==> src/rtl/btn_onehot_selector.sv <==
// Four-button front end: synchronize, debounce and edge-detect each raw button,
// then latch a one-hot selection from the lowest-index new press.
module btn_onehot_selector #(
  parameter int N_BTN           = 4,
  parameter int DEBOUNCE_CYCLES = 1000000,
  parameter int CNT_W           = $clog2(DEBOUNCE_CYCLES)
) (
  input  logic             clk,
  input  logic             reset_n,
  input  logic [N_BTN-1:0] btn_in,
  output logic [N_BTN-1:0] btn_clean,
  output logic [N_BTN-1:0] btn_pulse,
  output logic [N_BTN-1:0] sel,
  output logic             sel_valid
);

  localparam logic [CNT_W-1:0] CNT_MAX = CNT_W'(DEBOUNCE_CYCLES - 1);
  localparam logic [N_BTN-1:0] SEL_RST = N_BTN'(1);

  logic [N_BTN-1:0] s1;
  logic [N_BTN-1:0] s2;
  logic [CNT_W-1:0] cnt [N_BTN];
  logic [N_BTN-1:0] accept;
  logic [N_BTN-1:0] cand;

  // accept[i]: s2 has now differed from btn_clean on DEBOUNCE_CYCLES edges
  always_comb begin
    accept = '0;
    for (int i = 0; i < N_BTN; i++) begin
      accept[i] = (s2[i] != btn_clean[i]) && (cnt[i] == CNT_MAX);
    end
  end

  // Isolate the lowest set bit so simultaneous presses resolve to the lowest index
  always_comb begin
    cand = btn_pulse & (~btn_pulse + SEL_RST);
  end

  always_ff @(posedge clk or negedge reset_n) begin
    if (!reset_n) begin
      s1 <= '0;
      s2 <= '0;
    end else begin
      s1 <= btn_in;
      s2 <= s1;
    end
  end

  always_ff @(posedge clk or negedge reset_n) begin
    if (!reset_n) begin
      btn_clean <= '0;
      btn_pulse <= '0;
      for (int i = 0; i < N_BTN; i++) begin
        cnt[i] <= '0;
      end
    end else begin
      btn_pulse <= accept & s2;
      for (int i = 0; i < N_BTN; i++) begin
        if (s2[i] == btn_clean[i]) begin
          cnt[i] <= '0;
        end else if (accept[i]) begin
          btn_clean[i] <= s2[i];
          cnt[i]       <= '0;
        end else begin
          cnt[i] <= cnt[i] + CNT_W'(1);
        end
      end
    end
  end

  always_ff @(posedge clk or negedge reset_n) begin
    if (!reset_n) begin
      sel       <= SEL_RST;
      sel_valid <= 1'b0;
    end else if ((btn_pulse != '0) && (cand != sel)) begin
      sel       <= cand;
      sel_valid <= 1'b1;
    end else begin
      sel_valid <= 1'b0;
    end
  end

endmodule
==> config.mk <==
export PLATFORM = sky130hd
export DESIGN_NAME = btn_onehot_selector
export DESIGN_NICKNAME = d
export VERILOG_FILES = /design/src/rtl/btn_onehot_selector.sv
export SDC_FILE = /design/constraint.sdc
export NUM_CORES = 1
export LEC_CHECK = 0
export CORE_MARGIN = 8
export CORE_UTILIZATION = 24
export CTS_BUF_LIST = sky130_fd_sc_hd__clkbuf_16
export CTS_CLUSTER_DIAMETER = 200
export DETAILED_ROUTE_END_ITERATION = 10
export DONT_BUFFER_PORTS = 1
export SLEW_MARGIN = 30
export SYNTH_ARGS = -nofsm -noshare
export SYNTH_HDL_FRONTEND = slang
export SYNTH_SLANG_ARGS = --single-unit
==> constraint.sdc <==
create_clock -name clk -period 3.11 [get_ports clk]
set_input_delay 0.311 -clock clk [delete_from_list [all_inputs] [get_ports clk]]
set_output_delay 0.311 -clock clk [all_outputs]
set_load 0.005 [all_outputs]
==> results.sh, run 1 <==
export IMPL_drtPass1Iterations=5
export IMPL_finalSetupTns_ns=0
export IMPL_grt_max_degree=102
export IMPL_synth_nets=500
export IMPL_min_period_ns=2.20
export IMPL_muxShareOfSynthArea=0.00939
export IMPL_worstSetupPathType="reg2reg"
export IMPL_yosysWarnings=0
export IMPL_ctsResizeCount=0
export IMPL_synth_top_area_frac=0.522
export IMPL_grt_pass1_wl_mm=15.9
export IMPL_status="finished, final reports clean"
export IMPL_timing_hold_ws_ns=0.349
export IMPL_via_per_inst=4.47
export IMPL_clkTransAtPathRegs_ns=0.07
export IMPL_synth_fa_ha_area_frac=0.0104
export IMPL_skew_ns=0.00488
export IMPL_grt_ovfl_total=0
export IMPL_crit_path_cell_trace="ha_1 -> nand4_1 -> or2_2 -> o31ai_2 -> buf_4 -> nor2_1"
export IMPL_end_kind="register"
export IMPL_drt_wl_total_mm=9.00
export IMPL_yosys_area_share_simple=0.247
export IMPL_synth_xor_area_frac=0.0950
export IMPL_leakage_uw=0.00212
export IMPL_peakVddDrop_mv=0.281
export IMPL_antenna_diode_count=0
export IMPL_maxCapViolations=0
export IMPL_ctsHoldBuffers=6
export IMPL_finalCoreUtilization=0.280
export IMPL_area_growth_pct=14.2
export IMPL_numClockSinks=101
export IMPL_final_nets=506
export IMPL_syn_cell_area_um2=4790
export IMPL_route_detailed_drc=0
export IMPL_nFillCells=2073
export IMPL_tritoncts="done"
export IMPL_start_util=0.246
export IMPL_ff_latch_area_um2=2530
export IMPL_tightest_slew_ns=0.678
export IMPL_drv_slew=0
export IMPL_rsz0062_at_grt="no"
export IMPL_place_area_um2=5110
export IMPL_slowest_stage="o31ai_2"
export IMPL_fmax_mhz=455
export IMPL_min_period_over_period=0.706
export IMPL_clockBufferDepth=2
export IMPL_die_area_um2=24800
export IMPL_layout_drive_gt1_share=0.0599
export IMPL_clkLatencyLatePin_ns=0.35
export IMPL_yosys_register_bits=101
export IMPL_design_area_um2=5480
export IMPL_place_congestion=0.789
export IMPL_worstReg2RegStart="cnt[20]"
export IMPL_avgSynthCellArea_um2=9.78
export IMPL_arrival_ns=2.43
export IMPL_io_buffers=0
export IMPL_wl_per_cell_um=11.8
export IMPL_vias=3427
export IMPL_die_h_um=157
export IMPL_rows=51
export IMPL_post_dp_hpwl_mm=6.08
export IMPL_yosysSeqAreaShare=0.527
export IMPL_track_usage=0.0791
export IMPL_synth_most_common_cell="dfrtp_1"
export IMPL_cts_buffers=9
export IMPL_ant_nets=0
export IMPL_dp_slack_ns=0.911
export IMPL_synth_edf_count=0
export IMPL_fin_ws_ns=0.914
export IMPL_powerDensity_nw_per_um2=462
export IMPL_first_iter_violations=274
export IMPL_synth_top_area_cell="dfrtp_1"
export IMPL_max_slew_margin=0.545
export IMPL_setup_viol=0
export IMPL_clk_root_buffer_cell="clkbuf_16"
export IMPL_grt_pass1_vias=3303
export IMPL_cts_setup_buffers=0
export IMPL_path_max_fanout=14
export IMPL_synth_compound_area_frac=0.0825
export IMPL_synth_top_family_by_area="simple AND/OR/NAND/NOR gates"
export IMPL_ios=19
export IMPL_post_synth_num_cell_types=42
export IMPL_cp_startpoint="cnt[20]"
export IMPL_core_area_um2=19500
export IMPL_min_from="s1[3]"
export IMPL_startpoint_type="register"
export IMPL_netlist_top_cells_count="dfrtp_1, nor2_1, nand2_1, xnor2_1, nand3_1"
export IMPL_die_w_um=157
export IMPL_cts_htree_levels=3
export IMPL_required_ns=3.35
export IMPL_multi_input_area_um2=2150
export IMPL_finalHoldViolCount=0
export IMPL_synthArstFlopShare=1.00
export IMPL_netlist_instances=490
export IMPL_ys_flop_type="dfrtp_1"
export IMPL_max_stage_delay_ns=0.50
export IMPL_synth_area_top_cells="dfrtp_1, xnor2_1, nor2_1, xor2_1, nand3_1"
export IMPL_antenna_found_initial=0
export IMPL_hold_path_class="reg2reg"
## through the flow
step | instances | total power, µW
5_1_grt | 766 | 2630
3_5_place_dp | 744 | 1420
3_3_place_gp | 744 | 1420
4_1_cts | 766 | 2570
2_1_floorplan | 490 | 1410
6_report | 766 | 2530
## flip-flops by register name, summed over array words and instances, names as in the netlist
| signal | cells |
|---|---|
| btn_clean | 4 |
| btn_pulse | 4 |
| cnt | 80 |
| s1 | 4 |
| s2 | 4 |
| sel | 4 |
| sel_valid | 1 |
## power breakdown
group	switching, µW	internal [µW]	leakage (µW)	total (µW)
registers	17.4	1330	0.00138	1350
clock network	486	613	0.000147	1100
logic	54.7	25.9	0.000589	80.6
total	558	1970	0.00212	2530
## cell families after synthesis
family / after synthesis
fa+ha+maj: 4
simple gates: 227
compound gates: 67
flops: 101
mux: 4
buf+inv: 35
xor+xnor: 52
## critical path, delay by kind of cell (launching register included)
kind	cells	cell delay, ns
AOI/OAI and AO/OA	1	0.50
adders and majority gates	1	0.22
buffers and inverters	1	0.30
DFF	1	0.40
and+or+nand+nor	3	0.65
## cell usage in the layout (no fill, tap or decap), types with 4 or more instances in the layout
cell type and instances:
xnor2_1 30, nand4_1 17, clkbuf_16 9, nor2_1 64
buf_4 4, nor3_1 19, dlygate4sd3_1 5, inv_1 22
xor2_1 22, dfrtp_1 100, a21oi_1 26, nor4_1 7
o31ai_2 4, nand2_1 32, ha_1 4, or3_1 20
o31ai_1 9, o21ai_0 20, nand3_1 28, or4_1 17
or2_2 4
## cell type report
type | instances | share of cell area
flip-flops and latches | 101 | 0.462
well taps | 265 | 0.0606
clock buffers | 9 | 0.0411
clock inverters | 7 | 0.0107
multi-input cells | 354 | 0.392
inverters | 20 | 0.0137
repair buffers | 10 | 0.0197
## layer usage
layer	vias to the layer above	wire, µm	track usage
met5	-	0	0
met2	47	3910	0.119
li1	1748	-	-
met3	9	506	0.0277
met1	1623	4450	0.102
met4	0	135	0.0313
## path summary, 6_finish.rpt
| path | cells after the start | end | slack (ns) |
|---|---|---|---|
| setup / recovery | 6 | cnt[32] | 0.91 |
| hold / removal | 0 | s2[3] | 0.35 |
| setup reg to reg | 6 | cnt[32] | 0.91 |
| hold reg to reg | 0 | s2[3] | 0.35 |
| max in group asynchronous | 2 | sel[0] | 2.14 |
| min in group asynchronous | 2 | cnt[62] | 0.54 |
Power figures use the tool's default switching activity.
==> run 2, diff against run 1 <==
Clock period 3.11 ns to 2.3 ns, I/O delays scaled along.
==> results.sh, run 2 (synthesis results as in run 1) <==
export IMPL_powerDensity_nw_per_um2=678
export IMPL_min_period_over_period=0.905
export IMPL_clockBufferDepth=2
export IMPL_max_slew_margin=0.778
export IMPL_arrival_ns=2.35
export IMPL_finalSetupTns_ns=0
export IMPL_grt_pass1_wl_mm=16.3
export IMPL_setup_viol=0
export IMPL_nFillCells=2045
export IMPL_clkTransAtPathRegs_ns=0.07
export IMPL_drt_wl_total_mm=9.16
export IMPL_cts_setup_buffers=0
export IMPL_tightest_slew_ns=0.330
export IMPL_status="complete, but fails checks"
export IMPL_leakage_uw=0.00216
export IMPL_grt_max_degree=102
export IMPL_switchingPower_uw=767
export IMPL_drtPass1Iterations=5
export IMPL_seq_power_share=0.482
export IMPL_ctsHoldBuffers=4
export IMPL_die_h_um=157
export IMPL_layout_drive_gt1_share=0.0791
export IMPL_startpoint_type="register"
export IMPL_route_detailed_drc=0
export IMPL_numClockSinks=101
export IMPL_die_w_um=157
export IMPL_worstSetupPathType="reg2reg"
export IMPL_vias=3555
export IMPL_cts_htree_levels=3
export IMPL_fmax_mhz=481
export IMPL_io_buffers=0
export IMPL_cts_buffers=9
export IMPL_post_dp_hpwl_mm=6.19
export IMPL_area_growth_pct=16.3
export IMPL_final_cell_mix="dfrtp_1, nor2_1, nand2_1"
export IMPL_violations="negative hold slack"
export IMPL_wl_per_cell_um=11.9
export IMPL_ios=19
export IMPL_core_area_um2=19500
export IMPL_antenna_diode_count=0
export IMPL_timing_hold_ws_ns=-0.423
export IMPL_peakVddDrop_mv=0.355
export IMPL_grt_pass1_vias=3453
export IMPL_antenna_found_initial=0
export IMPL_skew_ns=0.00700
export IMPL_final_common_cell="dfrtp_1"
export IMPL_min_period_ns=2.08
export IMPL_maxCapViolations=0
export IMPL_end_kind="register"
export IMPL_finalHoldViolCount=101
export IMPL_start_util=0.246
export IMPL_path_max_fanout=7
export IMPL_hold_path_class="in2async"
export IMPL_clkPwrFrac=0.498
export IMPL_rows=51
export IMPL_clk_root_buffer_cell="clkbuf_16"
export IMPL_grt_ovfl_total=0
export IMPL_via_per_inst=4.61
export IMPL_tritoncts="done"
export IMPL_multi_input_area_um2=2150
export IMPL_final_nets=511
export IMPL_ant_nets=0
export IMPL_top_register="cnt"
export IMPL_place_congestion=0.752
export IMPL_clkLatencyLatePin_ns=0.35
export IMPL_track_usage=0.0804
export IMPL_required_ns=2.57
export IMPL_drv_slew=0
export IMPL_finalPower_uw=3780
export IMPL_ff_latch_area_um2=2530
export IMPL_internal_power_uw=3010
export IMPL_first_iter_violations=314
export IMPL_die_area_um2=24800
export IMPL_swShare=0.203
export IMPL_rsz0062_at_grt="no"
export IMPL_largest_register_ffs=80
export IMPL_finalCoreUtilization=0.286
export IMPL_power_frac_comb=0.020
==> run 2: path summary, 6_finish.rpt <==
| path | from | to | slack, ns | cells past startpoint |
|---|---|---|---|---|
| min in group clk | s1[2] | s2[2] | 0.35 | 0 |
| worst min-delay path | reset_n | cnt[66] | -0.42 | 0 |
| worst max-delay path | cnt[40] | cnt[58] | 0.22 | 5 |
| worst max register to register | cnt[40] | cnt[58] | 0.22 | 5 |
| worst min register to register | s1[2] | s2[2] | 0.35 | 0 |
| max in group asynchronous | reset_n | sel[0] | 2.49 | 0 |
==> run 2: power groups by stage <==
stage / combinational (µW) / sequential (µW) / clock, µW
floorplan: 51.9 / 1850 / 0
global placement: 70.3 / 1860 / 0
detailed placement: 69.8 / 1860 / 0
CTS: 76.0 / 1820 / 1940
global route: 84.8 / 1830 / 2010
finish: 74.3 / 1820 / 1880
==> run 2: stage by stage <==
| step | instance area, µm² | setup slack [ns] | std cells |
|---|---|---|---|
| 6_report | 5580 | 0.219 | 771 |
| 5_1_grt | 5580 | 0.0574 | 771 |
| 4_1_cts | 5580 | 0.219 | 771 |
| 3_5_place_dp | 5170 | 0.236 | 751 |
| 3_3_place_gp | 5170 | 0.259 | 751 |
| 2_1_floorplan | 4790 | 0.277 | 490 |
==> run 2: area by class of cell <==
class / count / area share
timing repair buffer: 15 / 0.0220
clock buffer: 9 / 0.0404
multi-input combinational: 354 / 0.385
inverter: 20 / 0.0135
sequential: 101 / 0.453
tap: 265 / 0.0594
clock inverter: 7 / 0.0262
==> run 2: worst max-delay path: stages, from the launching register on <==
cell     delay, ns
dfrtp_1       0.40
ha_1          0.26
nand2_1       0.09
or4_1         0.59
or4_1         0.50
a21oi_1       0.16
==> run 2: repair_timing <==
action / in CTS / in global routing
endpoints found under the setup margin: 0 / 0
resized for setup: 0 / 0
endpoints found under the hold margin: 105 / 101
==> run 2: routing by layer <==
metal | share of wire | up-vias | GRT usage
li1 | - | 1760 | -
met4 | 0.014 | 0 | 0.0299
met3 | 0.055 | 9 | 0.0255
met5 | 0 | - | 0
met1 | 0.49 | 1723 | 0.102
met2 | 0.44 | 63 | 0.125
